`config.mk`:
```
export PLATFORM = sky130hd
export DESIGN_NAME = dmux_stream
export DESIGN_NICKNAME = d
export VERILOG_FILES = /design/src/rtl/dmux_stream.sv
export SDC_FILE = /design/constraint.sdc
export NUM_CORES = 1
export LEC_CHECK = 0
export ABC_AREA = 1
export CELL_PAD_IN_SITES_DETAIL_PLACEMENT = 0
export CELL_PAD_IN_SITES_GLOBAL_PLACEMENT = 1
export CORE_MARGIN = 10
export CORE_UTILIZATION = 24
export DETAILED_ROUTE_END_ITERATION = 12
export PLACE_DENSITY_LB_ADDON = 0.1
export SYNTH_ARGS = -nofsm -noshare
export SYNTH_HDL_FRONTEND = slang
export SYNTH_SLANG_ARGS = --single-unit
```
`constraint.sdc`:
```
create_clock -name clk -period 1.6 [get_ports clk]
set_clock_uncertainty 0.05 [all_clocks]
set_input_delay 0.24 -clock clk [delete_from_list [all_inputs] [get_ports clk]]
set_output_delay 0.24 -clock clk [all_outputs]
set_load 0.005 [all_outputs]
```
`src/rtl/dmux_stream.sv`:
```
// Registered 1-to-N stream demux with a one-entry holding register and valid/ready on every side.
// Optional per-channel saturating delivery counters are enabled by defining DMUX_CNT_EN.

`ifdef DMUX_CNT_EN
module dmux_cnt_lane #(
   parameter int CNT_W = 8
) (
   input  logic             clk,
   input  logic             rst_n,
   input  logic             inc,
   output logic [CNT_W-1:0] cnt
);
   always_ff @(posedge clk or negedge rst_n) begin
      if (!rst_n)
         cnt <= '0;
      else if (inc && !(&cnt))
         cnt <= cnt + 1'b1;
   end
endmodule
`endif

module dmux_stream #(
   parameter int N      = 4,
   parameter int DATA_W = 8,
   parameter int SEL_W  = 2,
   parameter int CNT_W  = 8
) (
   input  logic              clk,
   input  logic              rst_n,
   input  logic              in_valid,
   output logic              in_ready,
   input  logic [DATA_W-1:0] in_data,
   input  logic [SEL_W-1:0]  in_sel,
   output logic [N-1:0]      out_valid,
   input  logic [N-1:0]      out_ready,
   output logic [DATA_W-1:0] out_data,
   output logic              sel_err
`ifdef DMUX_CNT_EN
   ,
   output logic [N*CNT_W-1:0] cnt_flat
`endif
);
   localparam int SEL_N = 1 << SEL_W;
   localparam int SW1   = SEL_W + 1;

   typedef enum logic {EMPTY, FULL} state_t;

   state_t             state, state_nxt;
   logic [SEL_W-1:0]   hold_sel;
   logic [SEL_N-1:0]   ready_pad;
   logic               full, accept, sel_ok, drain, load;

   // Pad out_ready to the full select range so hold_sel indexes it safely.
   assign ready_pad = SEL_N'(out_ready);
   assign full      = (state == FULL);
   assign drain     = full && ready_pad[hold_sel];
   assign in_ready  = !full || ready_pad[hold_sel];
   assign accept    = in_valid && in_ready;
   assign sel_ok    = {1'b0, in_sel} < SW1'(N);

   always_comb begin
      state_nxt = state;
      load      = 1'b0;
      if (accept && sel_ok) begin
         state_nxt = FULL;
         load      = 1'b1;
      end else if (drain) begin
         state_nxt = EMPTY;
      end
   end

   always_ff @(posedge clk or negedge rst_n) begin
      if (!rst_n) begin
         state    <= EMPTY;
         hold_sel <= '0;
         out_data <= '0;
         sel_err  <= 1'b0;
      end else begin
         state   <= state_nxt;
         sel_err <= accept && !sel_ok;
         if (load) begin
            hold_sel <= in_sel;
            out_data <= in_data;
         end
      end
   end

   for (genvar k = 0; k < N; k++) begin : g_lane
      assign out_valid[k] = full && (hold_sel == SEL_W'(k));
`ifdef DMUX_CNT_EN
      dmux_cnt_lane #(.CNT_W(CNT_W)) u_cnt (
         .clk   (clk),
         .rst_n (rst_n),
         .inc   (out_valid[k] && out_ready[k]),
         .cnt   (cnt_flat[k*CNT_W +: CNT_W])
      );
`endif
   end

endmodule

```
# Word-level counts from Yosys, hierarchy flattened
# Index checks and enable logic that the tools add are counted.
[totals] ff_bits=11 output_inout_bits=14 elab_cells=22
[classes] n_lt_le_gt_ge=1 n_eq_ne=3 mux=5 n_reduce_logical=10
[op_table] cell="logical AND 1 bit" n=6
[op_table] cell="== test 2 bit (second input constant)" n=2
[op_table] cell="2-to-1 mux 1 bit" n=4
[op_table] cell="less-than comparator 2 x 3 -> 1 bit (second input constant)" n=1
[op_table] cell="binary-select mux 1 bit (select 2 bit)" n=1
[op_table] cell="== test 2 x 1 -> 1 bit (second input constant)" n=1
[op_table] cell="zero test 2 bit" n=1
[op_table] cell="nonzero test 2 bit" n=1
[op_table] cell="zero test 1 bit" n=1
[op_table] cell="logical OR 1 bit" n=1

# Longest topological paths before layout
# Gate-level depths: netlist of run 1.
[depth] ltp_word=5 ltp_mapped=9

# Worst setup path before layout of run 1
# OpenSTA, ideal clock, no wires.
[synth_timing] kind="reg-to-output" start="reg hold_sel[0]" end="out in_ready" t_arrival_ns=0.878 required_time_ns=1.310 slack_ns=0.432 path_stages_with_launch=7 cell_sequence="dfrtp_1 > inv_2 > nand2_1 > nand2_1 > nand2_1 > nand3_2 > buf_4"
[synth_via] elab_chain_len=3
[synth_lines] element="start, declared" line_no="49" rtl="logic [SEL_W-1:0] hold_sel;"
[synth_lines] element="start signal, assigned" line_no="82" rtl="hold_sel <= in_sel;"
[synth_lines] element="binary-select mux 1 bit (select 2 bit)" line_no="57" rtl="assign in_ready = !full || ready_pad[hold_sel];"
[synth_lines] element="2-to-1 mux 1 bit (implied by the code)" line_no="57"
[synth_lines] element="logical OR 1 bit" line_no="57"
[synth_lines] element="end, declared" line_no="31" rtl="output logic in_ready,"
# Every way passes these cells. The select of a mux whose other input is x is not followed.

# Worst setup path in the final report of run 1
# Same ends and word-level chain as after synthesis.

==> metrics.cfg, run 1 <==
[timing]
worst-slew-pin-transition_ns=0.508
rsz0062_at_grt=no
setup_viol=0
slew_headroom=0.660
fmax_mhz=653
finalHoldViolCount=0
finalMaxSlewViolations=0
tns_ns=0
fin_crit_ns=1.53
finalCritPeriodShare=0.957

[cts]
cts_sinks=11
cts_tree=built
ctsHoldBuffers=0
clk_path_buf_depth=2
clock_latency_ns=0.26
path_clk_slew_ns=0.07
cts_made_buffers=3
h-tree-depth=1
root_buffer=clkbuf_4

[synth]
synthMuxAreaShare=0
yosys.area_share.simple=0.379
netlist_instances=64
netlist_area_um2=515
ys_seq_elements=11
synth.distinct_cells=12
synth_area_leaders=dfrtp_1 (53%), nand2_1 (21%), nand3_1 (9.7%)
synth_top_area_share=0.534
synth_top_family_by_area=simple AND/OR/NAND/NOR gates
synth_top_cell_by_area=dfrtp_1
synth.avg_cell_area_um2=8.05
synth-adder-area-share=0
synth_compound_area_frac=0
syn-num-nets=81
yosys_warnings=0
yosys.area_share.xor_xnor=0
seq_area_frac_synth=0.534

[placed_design]
dpl_cell_area_um2=825
hpwl_um=1180
gp_congestion=0.732
placed_cells=118
portBuffers=29

[power]
finalPower_mw=1.46
power_frac_seq=0.351
p_sw_mw=0.539
p_leak_nw=0.436
combinationalPowerShare=0.520
clock_power_share=0.129
p_int_mw=0.916
ir_drop_mv=0.868
swShare=0.370
power.density_nw_per_um2=1690

[final_layout]
drive_above_1_share=0.124
area_growth_pct=67.2
finalNonFillerCells=124
fin_nets=115
final_area_um2=862
diodes=0

[worst_setup_path]
r2r-start=hold_sel[0]$_DFFE_PN0P_
path_common_cell=nand2_1
r2r-end=out_data[0]$_DFFE_PN0P_
reg2reg_slack_ns=0.17
worstSetupPathType=reg2out
slowest_delay_ns=0.44
cp_max_fo=5
arrival_ns=1.24
crit_slowest_cell=dfrtp_2
crit_chain=buf_4 > nand2_1 > nand2_1 > nand2_1 > nand3_2 > clkbuf_2
startpoint=hold_sel[0]$_DFFE_PN0P_
crit_path_end_kind=output pin
critPathRequiredTime_ns=1.31
critPathLaunchType=register
worst-r2r-cell-count=9

[route]
drtAntennaViolNets=0
vias=526
remaining_drc_errors=0
drt-initial-drc-count=18
routed_wirelength_um=1590
dr.pass1.iters=4
vias_per_cell=4.24
wl_per_cell_um=12.8

[die]
core_um2=2000
initial_core_util=0.257
io_pins=31
rows=16
die_y_um=66.3
die_w_um=66.3
die_area_um2=4400

[status]
status=complete, no violations

[global_routing]
grt_pass1_vias=572
grt-ovfl-total=0
grt_pass1_wl_um=2710
grt_usage=0.0797
grt_max_degree=13
grt_antenna_before_repair=0

[job]
cap_viol_max_count=0

[min_path]
min_path_type=in2async

[kinds of logic (layout without fill, tap and decap cells)]
logic type,count (synthesis),after routing
buf+inv,7,40
flops,11,11
other cells,1,1
simple gates,45,45
[flip-flops by register name, indices dropped and copies added, names as in the netlist]
| name | cells |
|---|---|
| out_data | 8 |
| hold_sel | 2 |
| full | 1 |
[worst max-delay path by stage]
| stage | endpoint | slack (ns) | cells after the start |
|---|---|---|---|
| 2_1_floorplan | in_ready | 0.43 | 6 |
| 3_3_place_gp | in_ready | -0.18 | 6 |
| 3_5_place_dp | in_ready | -0.17 | 6 |
| 4_1_cts | in_ready | -0.05 | 6 |
| 5_1_grt | in_ready | 0.001 | 6 |
| 6_report | in_ready | 0.07 | 6 |
[routing by layer]
metal / track usage / vias to the layer above / share of wire
met1: 0.0848 / 234 / 0.41
li1: - / 267 / -
met4: 0.0236 / 0 / 0.0057
met2: 0.116 / 23 / 0.44
met3: 0.0661 / 2 / 0.14
met5: 0 / - / 0
[stage by stage]
step	setup WS, ns	utilization	hold WS [ns]
2_1_floorplan	0.432	-	-0.106
3_3_place_gp	-0.183	0.412	0.403
3_5_place_dp	-0.169	0.412	0.407
4_1_cts	-0.0476	0.431	0.275
5_1_grt	0.00113	0.431	0.303
6_report	0.0691	0.431	0.261
[synthesized netlist by cell type]
master / n
conb_1: 1
nand2_2: 1
buf_1: 1
dfrtp_1: 11
buf_4: 2
nand3_2: 1
inv_2: 1
nor3_1: 4
nand2_1: 29
nand3_1: 10
inv_1: 2
buf_6: 1
[power groups by stage]
stage | clock network (mW) | registers, mW | logic, mW
final | 0.188 | 0.511 | 0.756
after global routing | 0.213 | 0.535 | 0.851
after CTS | 0.199 | 0.512 | 0.776
after detailed placement | 0 | 0.520 | 0.767
after global placement | 0 | 0.515 | 0.770
after floorplan | 0 | 0.512 | 0.339
[final cells by class]
| type | instances | area [um^2] |
|---|---|---|
| Inverter | 3 | 11.3 |
| Multi-Input combinational cell | 46 | 204 |
| Clock buffer | 4 | 26.3 |
| Timing Repair Buffer | 33 | 310 |
| Tap cell | 27 | 33.8 |
| Fill cell | 209 | 1140 |
| Sequential cell | 11 | 277 |
[worst max-delay path: cells and delay by family (launching register included)]
family	cells	cell delay, ns
and+or+nand+nor	4	0.26
buffers and inverters	2	0.28
DFF	1	0.44
[layout by cell type, fill, tap and decap left out, types with 2 or more instances in the layout]
| cell type | Yosys | routed |
|---|---|---|
| clkbuf_4 | 0 | 3 |
| clkdlybuf4s50_1 | 0 | 24 |
| dfrtp_1 | 11 | 10 |
| nand2_1 | 29 | 29 |
| dlygate4sd2_1 | 0 | 4 |
| inv_1 | 2 | 2 |
| nand3_1 | 10 | 10 |
| nor3_1 | 4 | 4 |
| buf_4 | 2 | 4 |
[what timing repair did]
action | CTS | global route
buffers inserted | 2 | 0
resized for setup | 7 | 2
setup endpoints to repair | 5 | 7
Power figures use the tool's default switching activity.
==> run 2, diff against run 1 <==
CORE_UTILIZATION = 21   (was 24)
SYNTH_HIERARCHICAL = 1   (was unset)
clock period = 1.4 ns   (was 1.6 ns; I/O delays follow)
==> run 2 against run 1 <==
The flow now finishes with violations (setup timing); hold slack worse by 0.020 ns; utilization down 1.2 points; worst setup slack worse by 0.14 ns; critical path type unchanged; register-to-register slack worse by 0.24 ns; largest cell class unchanged; first-iteration DRC count up 22%; global-route usage down 0.86 points; highest routed layer unchanged; flip-flop and latch count unchanged; synthesized cell count unchanged; design area up 11%; total power up 30%; synthesized area unchanged; final cell count up 6.5%.
==> metrics.cfg, run 2 <==
[worst_setup_path]
r2r-start=hold_sel[0]$_DFFE_PN0P_
critPathLaunchType=register
reg2reg_slack_ns=-0.07
cp_max_fo=3
arrival_ns=1.22
r2r-end=out_data[4]$_DFFE_PN0P_
crit_path_end_kind=output pin
worstSetupPathType=reg2out
worst-r2r-cell-count=11
critPathRequiredTime_ns=1.14

[global_routing]
grt_usage=0.0711
grt_antenna_before_repair=0
grt_pass1_vias=552
grt-ovfl-total=0
grt_max_degree=13
grt_pass1_wl_um=2780

[cts]
root_buffer=clkbuf_4
clk_path_buf_depth=2
clock_latency_ns=0.26
cts_sinks=11
h-tree-depth=1
path_clk_slew_ns=0.07
ctsHoldBuffers=0
cts_tree=built
cts_made_buffers=3

[min_path]
min_path_type=in2async

[route]
vias=551
vias_per_cell=4.17
drt-initial-drc-count=22
remaining_drc_errors=0
routed_wirelength_um=1740
dr_wl_met2_um=757
drtAntennaViolNets=0
met1_length_um=804
wl_met3_um=158
dr.pass1.iters=2
dr.max_layer_used=met4
wl_per_cell_um=13.2

[final_layout]
largest_reg_flops=8
final_common_cell=nand2_1
drive_above_1_share=0.212
top_register=out_data
fin_nets=122
final_cell_mix=nand2_1 (29), clkdlybuf4s50_1 (16), dfrtp_1 (11)
fill_cells=233
final_area_um2=953
diodes=0
area_growth_pct=85.0

[placed_design]
hpwl_um=1190
dpl_cell_area_um2=826
gp_congestion=0.732
portBuffers=29

[timing]
finalCritPeriodShare=1.05
timing.final.ws_setup_ns=-0.0753
finalHoldViolCount=0
fmax_mhz=678
fin_crit_ns=1.48
slew_headroom=0.649
worst-slew-pin-transition_ns=0.524
finalMaxSlewViolations=0
tns_ns=-0.613
setup_viol=13
rsz0062_at_grt=yes

[status]
violations=setup timing
status=finished, violations left

[power]
p_leak_nw=0.546
power.density_nw_per_um2=1990
ir_drop_mv=0.730

[synth]
synth.avg_cell_area_um2=8.05
yosys-top-cells-count=nand2_1 (29), dfrtp_1 (11), nand3_1 (10), nor3_1 (4)
synth_top_cell_by_area=dfrtp_1
seq_area_frac_synth=0.534
syn-num-nets=81
synth_area_leaders=dfrtp_1 (53%), nand2_1 (21%), nand3_1 (9.7%)
synthMostInstantiatedCell=nand2_1
synth_edf_count=0
netlist_area_um2=515
netlist_instances=64
yosys_warnings=6
synth.distinct_cells=12
synthFlopType=dfrtp_1
ys_seq_elements=11
synth_top_area_share=0.534
synth-async-reset-ratio=1.00

[die]
die_w_um=69.5
io_pins=31
die_y_um=69.5
core_um2=2280
initial_core_util=0.226
rows=17
die_area_um2=4840

[job]
cap_viol_max_count=0

run 2: cell types whose count changed in the layout (fill, tap and decap cells not counted), sizes merged:
cell / delta
dlymetal6s2s: +6
dlygate4sd2: -2
clkbuf: -1
nand2: +1
clkdlybuf4s50: -8
buf: +11
run 2: area by class of cell:
class | instances | area [um^2] | area share
clock buffer | 4 | 26.3 | 0.0276
inverter | 3 | 13.8 | 0.0144
multi-input combinational | 47 | 224 | 0.235
sequential | 11 | 275 | 0.289
tap | 28 | 35.0 | 0.0367
timing repair buffer | 39 | 379 | 0.398
run 2: metrics by stage:
| step | std cells | hold WS [ns] | utilization | power [mW] | setup WS (ns) |
|---|---|---|---|---|---|
| floorplan | 64 | -0.136 | - | 0.973 | 0.238 |
| global placement | 119 | 0.403 | 0.363 | 1.47 | -0.317 |
| detailed placement | 119 | 0.411 | 0.363 | 1.47 | -0.310 |
| CTS | 129 | 0.252 | 0.390 | 1.79 | -0.0905 |
| global route | 132 | 0.269 | 0.419 | 2.07 | -0.162 |
| finish | 132 | 0.241 | 0.419 | 1.89 | -0.0753 |
run 2: timing repair:
item,CTS,global route
pin swaps,1,0
endpoints found under the setup margin,18,22
buffers inserted,6,2
gates resized for setup,26,11
gates cloned,0,1
hold endpoints to repair,0,0
run 2: worst max-delay path by stage:
stage | startpoint | end | slack [ns] | cells after the start
global route | hold_sel[0]$_DFFE_PN0P_ | in_ready | -0.16 | 6
floorplan | hold_sel[0]$_DFFE_PN0P_ | hold_sel[0]$_DFFE_PN0P_ | 0.24 | 9
detailed placement | out_ready[3] | in_ready | -0.31 | 6
CTS | hold_sel[0]$_DFFE_PN0P_ | in_ready | -0.09 | 7
global placement | out_ready[3] | in_ready | -0.32 | 6
finish | hold_sel[0]$_DFFE_PN0P_ | in_ready | -0.08 | 6
run 2: cells by family (layout without fill, tap and decap cells):
group	after synthesis	after routing	synth area share
buf+inv	7	46	0.0801
flops	11	11	0.534
simple gates	45	46	0.379
other cells	1	1	0.00727
run 2: worst max-delay path, cell delays in order, from the launching register on:
cell and delay [ns]:
dfrtp_1 0.43, buf_4 0.16, nand2_1 0.05, nand2_1 0.05, nand2_1 0.06, nand3_2 0.09, buf_6 0.13
run 2: layer usage:
metal | vias up | global-route usage
li1 | 281 | -
met1 | 245 | 0.0822
met2 | 21 | 0.103
met3 | 4 | 0.0357
met4 | 0 | 0.0399
met5 | - | 0
run 2: where the power goes:
group	switching [mW]	internal [mW]	total (mW)
clock network	0.0998	0.110	0.210
logic	0.505	0.616	1.12
registers	0.0897	0.473	0.563
total	0.695	1.20	1.89
